`src/rtl/oam_port_ctrl_if.sv`:
```
// B-bus register port used by the CPU side of the OAM controller.
// The master drives address, strobes and write data; the slave returns read data with a valid pulse.
interface oam_port_ctrl_if;
  logic [7:0] pa_addr;
  logic       pa_wr;
  logic       pa_rd;
  logic [7:0] pa_din;
  logic [7:0] pa_dout;
  logic       pa_dout_valid;

  modport master (
    output pa_addr, pa_wr, pa_rd, pa_din,
    input  pa_dout, pa_dout_valid
  );

  modport slave (
    input  pa_addr, pa_wr, pa_rd, pa_din,
    output pa_dout, pa_dout_valid
  );
endinterface

```
`src/rtl/oam_port_ctrl.sv`:
```
// CPU-side OAM access controller: $2102/$2103/$2104/$2138 decode, byte pointer, low-table word pairing, high-table port A.
// Optional feature macro: OAM_PRIO_ROT_EN (priority rotation; prio_first tied to 0 when undefined).
module oam_port_ctrl (
  input  logic        clk,
  input  logic        resetn,
  oam_port_ctrl_if.slave pa,
  input  logic        vblank_start,
  input  logic        force_blank,
  input  logic        render_active,
  output logic [7:0]  loam_addr,
  output logic        loam_we,
  output logic [15:0] loam_wdata,
  input  logic [15:0] loam_rdata,
  output logic [4:0]  hoam_addr,
  output logic        hoam_we,
  output logic [7:0]  hoam_din,
  input  logic [7:0]  hoam_dout,
  output logic [6:0]  prio_first
);

  typedef enum logic [1:0] {IDLE, RD_WAIT, RD_CAP} state_t;

  state_t      state_reg, state_next;
  logic        wr_acc, rd_acc, cap;
  logic        wr_02, wr_03, wr_04;
  logic [8:0]  reload_reg, reload_next;
  logic [9:0]  ptr_reg, ptr_next;
  logic [7:0]  latch_reg;
  logic        lo_we_next, hi_we_next;
  logic        rd_hi_reg, rd_byte_reg;

  always_ff @(posedge clk or negedge resetn) begin
    if (!resetn) state_reg <= IDLE;
    else         state_reg <= state_next;
  end

  // Strobes are only honoured in IDLE; anything arriving mid-read is dropped.
  always_comb begin
    state_next = state_reg;
    wr_acc     = 1'b0;
    rd_acc     = 1'b0;
    cap        = 1'b0;
    case (state_reg)
      IDLE: begin
        wr_acc = pa.pa_wr;
        rd_acc = pa.pa_rd && !pa.pa_wr && (pa.pa_addr == 8'h38);
        if (rd_acc) state_next = RD_WAIT;
      end
      RD_WAIT: state_next = RD_CAP;
      RD_CAP: begin
        cap        = 1'b1;
        state_next = IDLE;
      end
      default: state_next = IDLE;
    endcase
  end

  assign wr_02 = wr_acc && (pa.pa_addr == 8'h02);
  assign wr_03 = wr_acc && (pa.pa_addr == 8'h03);
  assign wr_04 = wr_acc && (pa.pa_addr == 8'h04);

  // A reload (register write or VBlank) overrides the post-access increment.
  always_comb begin
    reload_next = reload_reg;
    if (wr_02) reload_next[7:0] = pa.pa_din;
    if (wr_03) reload_next[8]   = pa.pa_din[0];
    ptr_next = ptr_reg;
    if (wr_04 || rd_acc) ptr_next = ptr_reg + 10'd1;
    if (wr_02 || wr_03 || (vblank_start && !force_blank)) ptr_next = {reload_next, 1'b0};
  end

  assign lo_we_next = wr_04 && !ptr_reg[9] && ptr_reg[0] && !render_active;
  assign hi_we_next = wr_04 && ptr_reg[9] && !render_active;

  always_ff @(posedge clk or negedge resetn) begin
    if (!resetn) begin
      reload_reg    <= '0;
      ptr_reg       <= '0;
      latch_reg     <= '0;
      loam_addr     <= '0;
      loam_we       <= 1'b0;
      loam_wdata    <= '0;
      hoam_addr     <= '0;
      hoam_we       <= 1'b0;
      hoam_din      <= '0;
      rd_hi_reg     <= 1'b0;
      rd_byte_reg   <= 1'b0;
      pa.pa_dout    <= '0;
      pa.pa_dout_valid <= 1'b0;
    end else begin
      reload_reg <= reload_next;
      ptr_reg    <= ptr_next;
      loam_we    <= lo_we_next;
      hoam_we    <= hi_we_next;
      if (wr_04 && (ptr_reg[9] || !ptr_reg[0])) latch_reg <= pa.pa_din;
      if (wr_04 || rd_acc) begin
        loam_addr <= ptr_reg[8:1];
        hoam_addr <= ptr_reg[4:0];
      end
      if (lo_we_next) loam_wdata <= {pa.pa_din, latch_reg};
      if (hi_we_next) hoam_din   <= pa.pa_din;
      if (rd_acc) begin
        rd_hi_reg   <= ptr_reg[9];
        rd_byte_reg <= ptr_reg[0];
      end
      pa.pa_dout_valid <= cap;
      if (cap) begin
        if (rd_hi_reg)        pa.pa_dout <= hoam_dout;
        else if (rd_byte_reg) pa.pa_dout <= loam_rdata[15:8];
        else                  pa.pa_dout <= loam_rdata[7:0];
      end
    end
  end

`ifdef OAM_PRIO_ROT_EN
  logic prio_en_reg;

  always_ff @(posedge clk or negedge resetn) begin
    if (!resetn)    prio_en_reg <= 1'b0;
    else if (wr_03) prio_en_reg <= pa.pa_din[7];
  end

  assign prio_first = prio_en_reg ? reload_reg[7:1] : 7'd0;
`else
  assign prio_first = 7'd0;
`endif

endmodule

```
`src/flat_wrapper.sv`:
```
// flat-port wrapper written by rule: the top's interface ports become plain ports
module oam_port_ctrl_flat 
  (clk, resetn, vblank_start, force_blank, render_active, loam_addr, loam_we, loam_wdata, loam_rdata, hoam_addr, hoam_we, hoam_din, hoam_dout, prio_first, pa_pa_addr, pa_pa_wr, pa_pa_rd, pa_pa_din, pa_pa_dout, pa_pa_dout_valid);
  oam_port_ctrl_if pa_i ();
  input  logic clk;
  input  logic resetn;
  input  logic vblank_start;
  input  logic force_blank;
  input  logic render_active;
  output logic [7:0] loam_addr;
  output logic loam_we;
  output logic [15:0] loam_wdata;
  input  logic [15:0] loam_rdata;
  output logic [4:0] hoam_addr;
  output logic hoam_we;
  output logic [7:0] hoam_din;
  input  logic [7:0] hoam_dout;
  output logic [6:0] prio_first;
  input wire logic [$bits(pa_i.pa_addr)-1:0] pa_pa_addr;
  input wire logic [$bits(pa_i.pa_wr)-1:0] pa_pa_wr;
  input wire logic [$bits(pa_i.pa_rd)-1:0] pa_pa_rd;
  input wire logic [$bits(pa_i.pa_din)-1:0] pa_pa_din;
  output wire logic [$bits(pa_i.pa_dout)-1:0] pa_pa_dout;
  output wire logic [$bits(pa_i.pa_dout_valid)-1:0] pa_pa_dout_valid;
  assign pa_i.pa_addr = pa_pa_addr;
  assign pa_i.pa_wr = pa_pa_wr;
  assign pa_i.pa_rd = pa_pa_rd;
  assign pa_i.pa_din = pa_pa_din;
  assign pa_pa_dout = pa_i.pa_dout;
  assign pa_pa_dout_valid = pa_i.pa_dout_valid;
  oam_port_ctrl u_core (.clk(clk), .resetn(resetn), .pa(pa_i), .vblank_start(vblank_start), .force_blank(force_blank), .render_active(render_active), .loam_addr(loam_addr), .loam_we(loam_we), .loam_wdata(loam_wdata), .loam_rdata(loam_rdata), .hoam_addr(hoam_addr), .hoam_we(hoam_we), .hoam_din(hoam_din), .hoam_dout(hoam_dout), .prio_first(prio_first));
endmodule
```
`config.mk`:
```
export PLATFORM = sky130hd
export DESIGN_NAME = oam_port_ctrl_flat
export DESIGN_NICKNAME = d
export VERILOG_FILES = /design/src/rtl/oam_port_ctrl_if.sv /design/src/rtl/oam_port_ctrl.sv /design/src/flat_wrapper.sv
export SDC_FILE = /design/constraint.sdc
export NUM_CORES = 1
export LEC_CHECK = 0
export CAP_MARGIN = 20
export CORE_MARGIN = 2
export CORE_UTILIZATION = 36
export DETAILED_ROUTE_END_ITERATION = 8
export SETUP_SLACK_MARGIN = 0.3
export SYNTH_ARGS = -nofsm -noshare
export SYNTH_HDL_FRONTEND = slang
export SYNTH_SLANG_ARGS = --single-unit
```
`constraint.sdc`:
```
create_clock -name clk -period 2.65 [get_ports clk]
set_input_delay 0.795 -clock clk [delete_from_list [all_inputs] [get_ports clk]]
set_output_delay 0.795 -clock clk [all_outputs]
set_load 0.05 [all_outputs]
```
==> out/qor.yml, run 1 <==
critical_path:
  r2r-end: "u_core.ptr_reg[4]"
  worst_ep_arrival_time_ns: 2.55
  cp.required_ns: 2.88
  setup.worst_path.class: "in -> reg"
  rr_worst_depth: 4
  cp-end-kind: "register"
  cp_max_fo: 6
  critical_path.startpoint_type: "input pin"
  reg2reg_slack_ns: 0.60
  reg2reg_from: "u_core.state_reg[0]"
die:
  start_util_pct: 37.4
  dieWidth_um: 102
  die-height_um: 102
  ios: 102
  dieArea_mm2: 0.0105
  rows: 35
  coreArea_mm2: 0.00933
layout:
  layout_common_cells: "dfrtp_1 (75), clkdlybuf4s50_1 (69), mux2_2 (36), buf_4 (34), nand2_1 (21)"
  drive_gt1_share_pct: 28.1
  fin_cells: 552
  area_growth_pct: 48.0
  final_core_util_pct: 55.3
  num_antenna_cells: 0
  nNetsFinal: 467
  final_common_cell: "dfrtp_1"
  largest_reg_flops: 16
timing:
  whs_ns: 0.367
  hold_viol: 0
  max_freq_ghz: 0.431
  slew_viol_final: 0
  min_period_ns: 2.32
  tns_ns: 0
  period_share_pct: 87.5
  worstMarginPinSlew_ns: 0.554
  relSlewSlack_pct: 63.0
  rsz0062_at_grt: "false"
  setup_violations: 0
  fin_skew_ns: 0.0114
detailed_routing:
  vias_per_cell: 5.01
  drt_iter0_drc: 97
  routed-via-count: 2765
  drc: 0
  drt-total-wl_um: 8710
  antenna_left: 0
  wl_per_cell_um: 15.8
  dr.pass1.iters: 4
global_route:
  grt-busiest-layer: "met2"
  met3_usage_pct: 3.63
  grt_max_degree: 47
  grt_pass1_wl_um: 13900
  use_met2_pct: 29.0
  use_met1_pct: 21.8
  antenna_found_initial: 0
  track_usage_pct: 17.3
  grt_overflow: 0
  grt_pass1_vias: 2808
cts:
  cts_root_buf: "clkbuf_8"
  insertion_delay_ns: 0.34
  clk_pin_slew_worst_paths_ns: 0.08
  tritoncts: "yes"
  clock-sinks: 75
  clock_path_buffers: 2
  ctsHoldBuffers: 0
  cts_buffers: 9
  htreeDepth: 3
synthesis:
  syn_inst: 293
  yosysUniqueCellTypes: 47
  synth_ff_type: "dfrtp_1"
  syn_avg_cell_area_um2: 11.9
  synth.top_cell.area_share_pct: 53.8
  syn_area_mm2: 0.00349
  yosysSeqAreaShare_pct: 53.8
  synth-seq-cells: 75
  synth_edf_count: 0
  yosys_warnings: 0
  synthArstFlopShare_pct: 100
  yosys.area.top_type: "dfrtp_1"
  synth_area_leaders: "dfrtp_1 (54%), mux2_2 (12%), mux2i_1 (3.4%)"
placed_design:
  dp_hpwl_um: 6420
  placement.io_buffers: 94
  dp_cells: 534
  place.gp.congestion: 0.889
power:
  total_leakage_power_nw: 2.58
  vdd_drop_max_v: 0.000266
  finalPower_mw: 2.64
  power_density_mw_per_mm2: 511
flow_run:
  cap_violations: 0
run_status:
  status: "finished, final reports clean"
worst_hold_path:
  worst_hold_path_type: "in -> async"
-- synthesized netlist by cell type (3+ instances only) --
library cell  instances
a211oi_1              4
nand4_1               6
mux2_1                8
mux2i_1              12
o21ai_0              12
nand2_1              21
nor3_1                5
nor4b_1               4
inv_1                 8
a21oi_1               9
or3_1                 4
nand3_1               5
clkbuf_1             10
or4_1                 4
buf_4                11
nor2_1               13
dfrtp_1              75
nand2b_1              4
mux2_2               36
mux2_4                3
a2111oi_0             3
-- report_power, final --
| part | total [mW] | internal [mW] | leakage, nW | switching [mW] |
|---|---|---|---|---|
| clock | 1.05 | 0.623 | 0.115 | 0.428 |
| combinational | 0.363 | 0.163 | 1.48 | 0.199 |
| sequential | 1.22 | 1.19 | 0.988 | 0.0390 |
| total | 2.64 | 1.97 | 2.58 | 0.666 |
-- worst max-delay path, stage by stage --
cell	delay, ns
clkbuf_2	0.13
or4b_4	0.58
or3_4	0.47
mux2_4	0.32
o221a_1	0.25
-- cell families (layout without fill, tap and decap cells) --
family / after synthesis / count (layout) / synth area share (%)
adder cells (fa/ha/maj): 1 / 1 / 0.359
AND/OR/NAND/NOR: 83 / 83 / 13.7
buffers and inverters: 32 / 156 / 5.09
flip-flops: 75 / 75 / 53.8
other: 1 / 7 / 0.108
multiplexers: 59 / 59 / 18.9
AO/OA/AOI/OAI: 42 / 42 / 8.03
-- stage by stage --
stage | cell area, µm² | worst slack [ns]
floorplan | 3530 | 0.0966
global placement | 4790 | -0.454
detailed placement | 4790 | -0.487
CTS | 5100 | 0.296
global route | 5160 | 0.298
finish | 5160 | 0.332
-- layout make-up --
class                      count  area (µm²)
fill                         831        4170
sequential                    75        1880
multi-input combinational    192        1560
timing repair buffer         133        1300
tap                          129         161
clock buffer                   9         124
clock inverter                 6         115
inverter                       8        30.0
-- timing repair --
item,in CTS,in global routing
setup buffers,1,1
pin swaps,4,5
gates cloned,1,0
endpoints found under the hold margin,0,0
resized for setup,27,30
setup endpoints to repair,52,46
-- layer usage --
layer | vias to the layer above | share of wire, %
met1 | 1345 | 45
met5 | - | 0
li1 | 1299 | -
met2 | 106 | 46
met4 | 0 | 1.9
met3 | 15 | 6.8
-- worst max path at each step --
| stage | startpoint | to | cells after the start |
|---|---|---|---|
| after CTS | pa_pa_addr[0] | u_core.ptr_reg[4] | 5 |
| after detailed placement | pa_pa_addr[0] | u_core.ptr_reg[4] | 5 |
| after global routing | pa_pa_rd | u_core.ptr_reg[5] | 7 |
| final | pa_pa_addr[0] | u_core.ptr_reg[4] | 5 |
| after floorplan | pa_pa_addr[7] | u_core.ptr_reg[3] | 6 |
| after global placement | pa_pa_wr | u_core.ptr_reg[3] | 5 |
(Power assumes the default switching activity.)
==> run 2: changes to the inputs <==
--- a/config.mk
+++ b/config.mk
@@ -9,6 +9,7 @@
 export CORE_MARGIN = 2
 export CORE_UTILIZATION = 36
 export DETAILED_ROUTE_END_ITERATION = 8
+export PLACE_DENSITY = 0.66
 export SETUP_SLACK_MARGIN = 0.3
 export SYNTH_ARGS = -nofsm -noshare
 export SYNTH_HDL_FRONTEND = slang
==> out/qor.yml, run 2 (same netlist as run 1, synthesis figures left out) <==
global_route:
  grt_overflow: 0  # unchanged
  grt_pass1_vias: 2788  # -0.71%
  track_usage_pct: 17.5  # +0.27 points
  antenna_found_initial: 0  # unchanged
  grt_pass1_wl_um: 14100  # +1.2%
  grt_max_degree: 47  # unchanged
cts:
  clock_path_buffers: 2  # unchanged
  cts_root_buf: "clkbuf_8"
  insertion_delay_ns: 0.34  # about the same
  clk_pin_slew_worst_paths_ns: 0.08  # about the same
  clock-sinks: 75  # unchanged
  tritoncts: "yes"
  htreeDepth: 3  # unchanged
  cts_buffers: 9  # unchanged
timing:
  hold_viol: 0  # unchanged
  whs_ns: 0.375  # +0.00805 ns
  max_freq_ghz: 0.433  # +0.28%
  tns_ns: 0  # unchanged
  rsz0062_at_grt: "false"
  relSlewSlack_pct: 64.8  # +1.9 points
  worst_slack_ns: 0.338  # +0.00655 ns
  setup_violations: 0  # unchanged
  fin_skew_ns: 0.00862  # -0.00283 ns
  worstMarginPinSlew_ns: 0.527  # -0.0276 ns
  min_period_ns: 2.31  # -0.00655 ns
  period_share_pct: 87.2  # -0.25 points
  slew_viol_final: 0  # unchanged
critical_path:
  reg2reg_slack_ns: 0.62  # +0.02 ns
  crit_path_end: "u_core.ptr_reg[3]"
  r2r-end: "u_core.ptr_reg[3]"
  worst_ep_arrival_time_ns: 2.54  # about the same
  setup.worst_path.class: "in -> reg"
  rr_worst_depth: 4  # unchanged
  cp.required_ns: 2.88  # about the same
  startpoint: "pa_pa_addr[7]"
  cp_max_fo: 6  # unchanged
  reg2reg_from: "u_core.state_reg[0]"
  critical_path.startpoint_type: "input pin"
  cp-end-kind: "register"
layout:
  num_antenna_cells: 0  # unchanged
  final_common_cell: "dfrtp_1"
  largest_reg_flops: 16  # unchanged
  drive_gt1_share_pct: 27.3  # -0.84 points
  layout_common_cells: "dfrtp_1 (75), clkdlybuf4s50_1 (63), mux2_2 (36), buf_4 (34)"
  nNetsFinal: 468  # +0.21%
  area_growth_pct: 46.9
die:
  rows: 35  # unchanged
  dieWidth_um: 102  # unchanged
  start_util_pct: 37.4  # unchanged
  die-height_um: 102  # unchanged
  dieArea_mm2: 0.0105  # unchanged
  coreArea_mm2: 0.00933  # unchanged
  ios: 102  # unchanged
detailed_routing:
  routed-via-count: 2806  # +1.5%
  antenna_left: 0  # unchanged
  drt-total-wl_um: 9000  # +3.4%
  dr.pass1.iters: 4  # unchanged
  drc: 0  # unchanged
  wl_per_cell_um: 16.2  # +3.0%
  drt_iter0_drc: 143  # +47%
  vias_per_cell: 5.06  # +1.1%
power:
  p_sw_share_pct: 27.1  # +1.9 points
  vdd_drop_max_v: 0.000237  # -11%
  p_seq_share_pct: 50.1  # +3.7 points
  internal_power_mw: 1.78  # -9.6%
  p_comb_share_pct: 14.7  # +1.0 points
  total_leakage_power_nw: 2.66  # +3.2%
  finalPower_mw: 2.45  # -7.3%
  power_density_mw_per_mm2: 477  # -6.6%
  power.switching_mw: 0.663  # -0.42%
  clockPowerShare_pct: 35.2  # -4.6 points
placed_design:
  dp_hpwl_um: 6470  # +0.74%
  place_ws_ns: -0.455  # +0.0321 ns
  placement.io_buffers: 94  # unchanged
  place.gp.congestion: 0.817  # -8.1%
worst_hold_path:
  worst_hold_path_type: "in -> async"
flow_run:
  cap_violations: 0  # unchanged
run_status:
  status: "finished, final reports clean"
-- run 2: cell count changes in the layout (fill, tap and decap cells not counted), sizes merged, moves of 2 or more --
cell | previous run | this run
clkdlybuf4s50 | 69 | 63
dlymetal6s2s | 15 | 21
clkinv | 2 | 5
bufinv | 3 | 1
-- run 2: metrics by stage --
stage	util, %	cells	instance area (µm²)
after floorplan	-	299	3530
after global placement	51.1	534	4770
after detailed placement	51.1	534	4770
after CTS	54.0	553	5030
after global routing	54.9	554	5120
final	54.9	554	5120
-- run 2: cell type report --
type,count,area [µm²]
Clock buffer,10,128
Inverter,8,30.0
Timing Repair Buffer,134,1300
Fill cell,833,4200
Sequential cell,75,1880
Multi-Input combinational cell,192,1560
Tap cell,129,161
Clock inverter,6,66.3
-- run 2: per-layer routing --
layer,vias up,share of wire (%),GRT usage [%]
li1,1311,-,-
met1,1385,44,23.0
met2,99,48,28.5
met3,11,7.2,4.17
met4,0,1.5,6.05
met5,-,0,0
-- run 2: critical path, cell delays in order --
cell and delay, ns:
clkdlybuf4s15_1 0.18, or4_4 0.58, or3_4 0.41, mux2_4 0.33
o221a_1 0.23
-- run 2: worst min path at each step --
stage                                    from                   end  cells past startpoint
after global placement    u_core.latch_reg[1]   u_core.latch_reg[1]                      2
after detailed placement  u_core.latch_reg[1]   u_core.latch_reg[1]                      2
after floorplan           u_core.latch_reg[1]   u_core.latch_reg[1]                      2
final                                  resetn  u_core.pa.pa_dout[0]                      1
after CTS                              resetn  u_core.pa.pa_dout[0]                      1
after global routing                   resetn  u_core.pa.pa_dout[0]                      1
-- run 2: power by group through the flow --
stage | clock network [mW] | registers, mW | logic (mW)
after floorplan | 0 | 1.29 | 0.139
after global placement | 0 | 1.25 | 0.351
after detailed placement | 0 | 1.25 | 0.354
after CTS | 0.885 | 1.22 | 0.358
after global routing | 0.941 | 1.23 | 0.389
final | 0.861 | 1.22 | 0.361
-- run 2: what timing repair did --
item                       4_1_cts  5_1_grt
pin swaps                        6        3
setup endpoints to repair       52       55
gates cloned                     2        0
hold buffers                     0        0
gates resized for setup         21       39
setup buffers                    1        1
==> run 3: changes to the inputs <==
--- a/config.mk
+++ b/config.mk
@@ -7,9 +7,9 @@
 export LEC_CHECK = 0
 export CAP_MARGIN = 20
 export CORE_MARGIN = 2
-export CORE_UTILIZATION = 36
+export CORE_UTILIZATION = 35
 export DETAILED_ROUTE_END_ITERATION = 8
-export PLACE_DENSITY = 0.66
+export PLACE_DENSITY = 0.64
 export SETUP_SLACK_MARGIN = 0.3
 export SYNTH_ARGS = -nofsm -noshare
 export SYNTH_HDL_FRONTEND = slang
==> out/qor.yml, run 3 (same netlist as run 1, synthesis figures left out) <==
run_status:
  status: "finished, final reports clean"
global_route:
  grt_pass1_vias: 2819  # +1.1%
  grt_max_degree: 42  # -11%
  antenna_found_initial: 0  # unchanged
  track_usage_pct: 17.0  # -0.51 points
  grt_pass1_wl_um: 14800  # +4.9%
  grt_overflow: 0  # unchanged
worst_hold_path:
  worst_hold_path_type: "in -> async"
timing:
  min_period_ns: 2.35  # +0.0342 ns
  hold_viol: 0  # unchanged
  worstMarginPinSlew_ns: 0.539  # +0.0126 ns
  rsz0062_at_grt: "true"
  max_freq_ghz: 0.426  # -1.5%
  slew_viol_final: 0  # unchanged
  setup_violations: 0  # unchanged
  tns_ns: 0  # unchanged
  fin_skew_ns: 0.00798  # -0.000637 ns
  relSlewSlack_pct: 64.1  # -0.78 points
  period_share_pct: 88.5  # +1.3 points
  worst_slack_ns: 0.304  # -0.0342 ns
cts:
  ctsHoldBuffers: 0  # unchanged
  cts_buffers: 9  # unchanged
  cts_root_buf: "clkbuf_8"
  insertion_delay_ns: 0.34  # about the same
  clock-sinks: 75  # unchanged
  clock_path_buffers: 2  # unchanged
  tritoncts: "yes"
  clk_pin_slew_worst_paths_ns: 0.08  # about the same
  htreeDepth: 3  # unchanged
detailed_routing:
  routed-via-count: 2776  # -1.1%
  antenna_left: 0  # unchanged
  dr.pass1.iters: 4  # unchanged
  vias_per_cell: 4.99  # -1.4%
  drt_iter0_drc: 125  # -13%
  wl_per_cell_um: 15.9  # -1.9%
  drc: 0  # unchanged
  drt-total-wl_um: 8860  # -1.5%
critical_path:
  cp.required_ns: 2.88  # about the same
  cp_slowest_cell: "or4b_4"
  worst_ep_arrival_time_ns: 2.57  # +0.03 ns
  slowest_delay_ns: 0.54  # -0.04 ns
  cp-end-kind: "register"
  reg2reg_slack_ns: 0.57  # -0.05 ns
  crit_chain: "clkdlybuf4s15_1 -> or4b_4 -> or3_4 -> mux2_4 -> o221a_1"
  setup.worst_path.class: "in -> reg"
  critical_path.startpoint_type: "input pin"
  cp_max_fo: 6  # unchanged
die:
  coreArea_mm2: 0.00973  # +4.3%
  ios: 102  # unchanged
  start_util_pct: 35.9  # -1.5 points
  die-height_um: 104  # +1.4%
  rows: 36  # +2.9%
  dieArea_mm2: 0.0108  # +2.8%
  dieWidth_um: 104  # +1.4%
power:
  power_density_mw_per_mm2: 482  # +0.86%
  vdd_drop_max_v: 0.000183  # -23%
  total_leakage_power_nw: 2.66  # -0.18%
placed_design:
  dp_hpwl_um: 6350  # -1.8%
  place.gp.congestion: 0.854  # +4.6%
  place_ws_ns: -0.457  # -0.00229 ns
  placed_area_mm2: 0.00476  # -0.16%
  placement.io_buffers: 94  # unchanged
layout:
  num_antenna_cells: 0  # unchanged
  final_cell_area_mm2: 0.00514  # +0.29%
  nNetsFinal: 466  # -0.43%
  final_common_cell: "dfrtp_1"
  drive_gt1_share_pct: 27.2  # -0.11 points
  largest_reg_flops: 16  # unchanged
  area_growth_pct: 47.3
  layout_common_cells: "dfrtp_1 (75), clkdlybuf4s50_1 (61), mux2_2 (36), buf_4 (34), dlymetal6s2s_1 (21)"
  final_core_util_pct: 52.8  # -2.1 points
flow_run:
  cap_violations: 0  # unchanged
[run 3: changes by cell type in the layout (fill, tap and decap cells not counted), moves of 2 or more]
cell             change
buf_2                -2
clkbuf_2             -2
clkdlybuf4s50_1      -2
clkinv_4             -3
clkinvlp_4           +2
dlygate4sd2_1        +3
[run 3: metal layers]
| layer | vias to the layer above | global-route usage [%] | share of wire (%) |
|---|---|---|---|
| met1 | 1376 | 22.0 | 44 |
| met2 | 89 | 27.0 | 48 |
| met4 | 0 | 6.18 | 1.0 |
| met5 | - | 0 | 0 |
| li1 | 1303 | - | - |
| met3 | 8 | 5.16 | 6.6 |
[run 3: power breakdown]
group / total, mW / internal, mW / switching, mW
sequential: 1.23 / 1.19 / 0.0398
combinational: 0.363 / 0.162 / 0.201
clock: 0.886 / 0.460 / 0.426
[run 3: final timing paths]
| check | from | endpoint | cells past startpoint |
|---|---|---|---|
| worst min-delay path | resetn | u_core.pa.pa_dout[7] | 1 |
| max in group asynchronous | resetn | u_core.state_reg[1] | 2 |
| min in group clk | u_core.latch_reg[1] | u_core.latch_reg[1] | 2 |
| worst max-delay path | pa_pa_wr | u_core.ptr_reg[4] | 5 |
| worst max register to register | u_core.state_reg[0] | u_core.ptr_reg[4] | 4 |
| worst min register to register | u_core.latch_reg[1] | u_core.latch_reg[1] | 2 |
[run 3: layout make-up]
type	count	area, µm²
Fill cell	896	4590
Sequential cell	75	1880
Multi-Input combinational cell	192	1570
Timing Repair Buffer	132	1290
Tap cell	133	166
Clock buffer	10	138
Clock inverter	6	63.8
Inverter	8	30.0
[run 3: critical path, delay by kind of cell]
family	cells	cell delay, ns
compound gates	1	0.24
buf+inv	1	0.26
mux	1	0.32
simple gates	2	0.95
[run 3: timing repair]
action / in CTS / in global routing
buffers inserted: 1 / 0
resized for setup: 22 / 38
pin swaps: 5 / 6
setup endpoints to repair: 54 / 51
cloned: 1 / 0
[run 3: through the flow]
stage,std cells,total power [mW],hold slack [ns]
2_1_floorplan,299,1.42,0.443
3_3_place_gp,538,1.60,0.462
3_5_place_dp,538,1.60,0.471
4_1_cts,556,2.51,0.432
5_1_grt,556,2.60,0.453
6_report,556,2.47,0.424
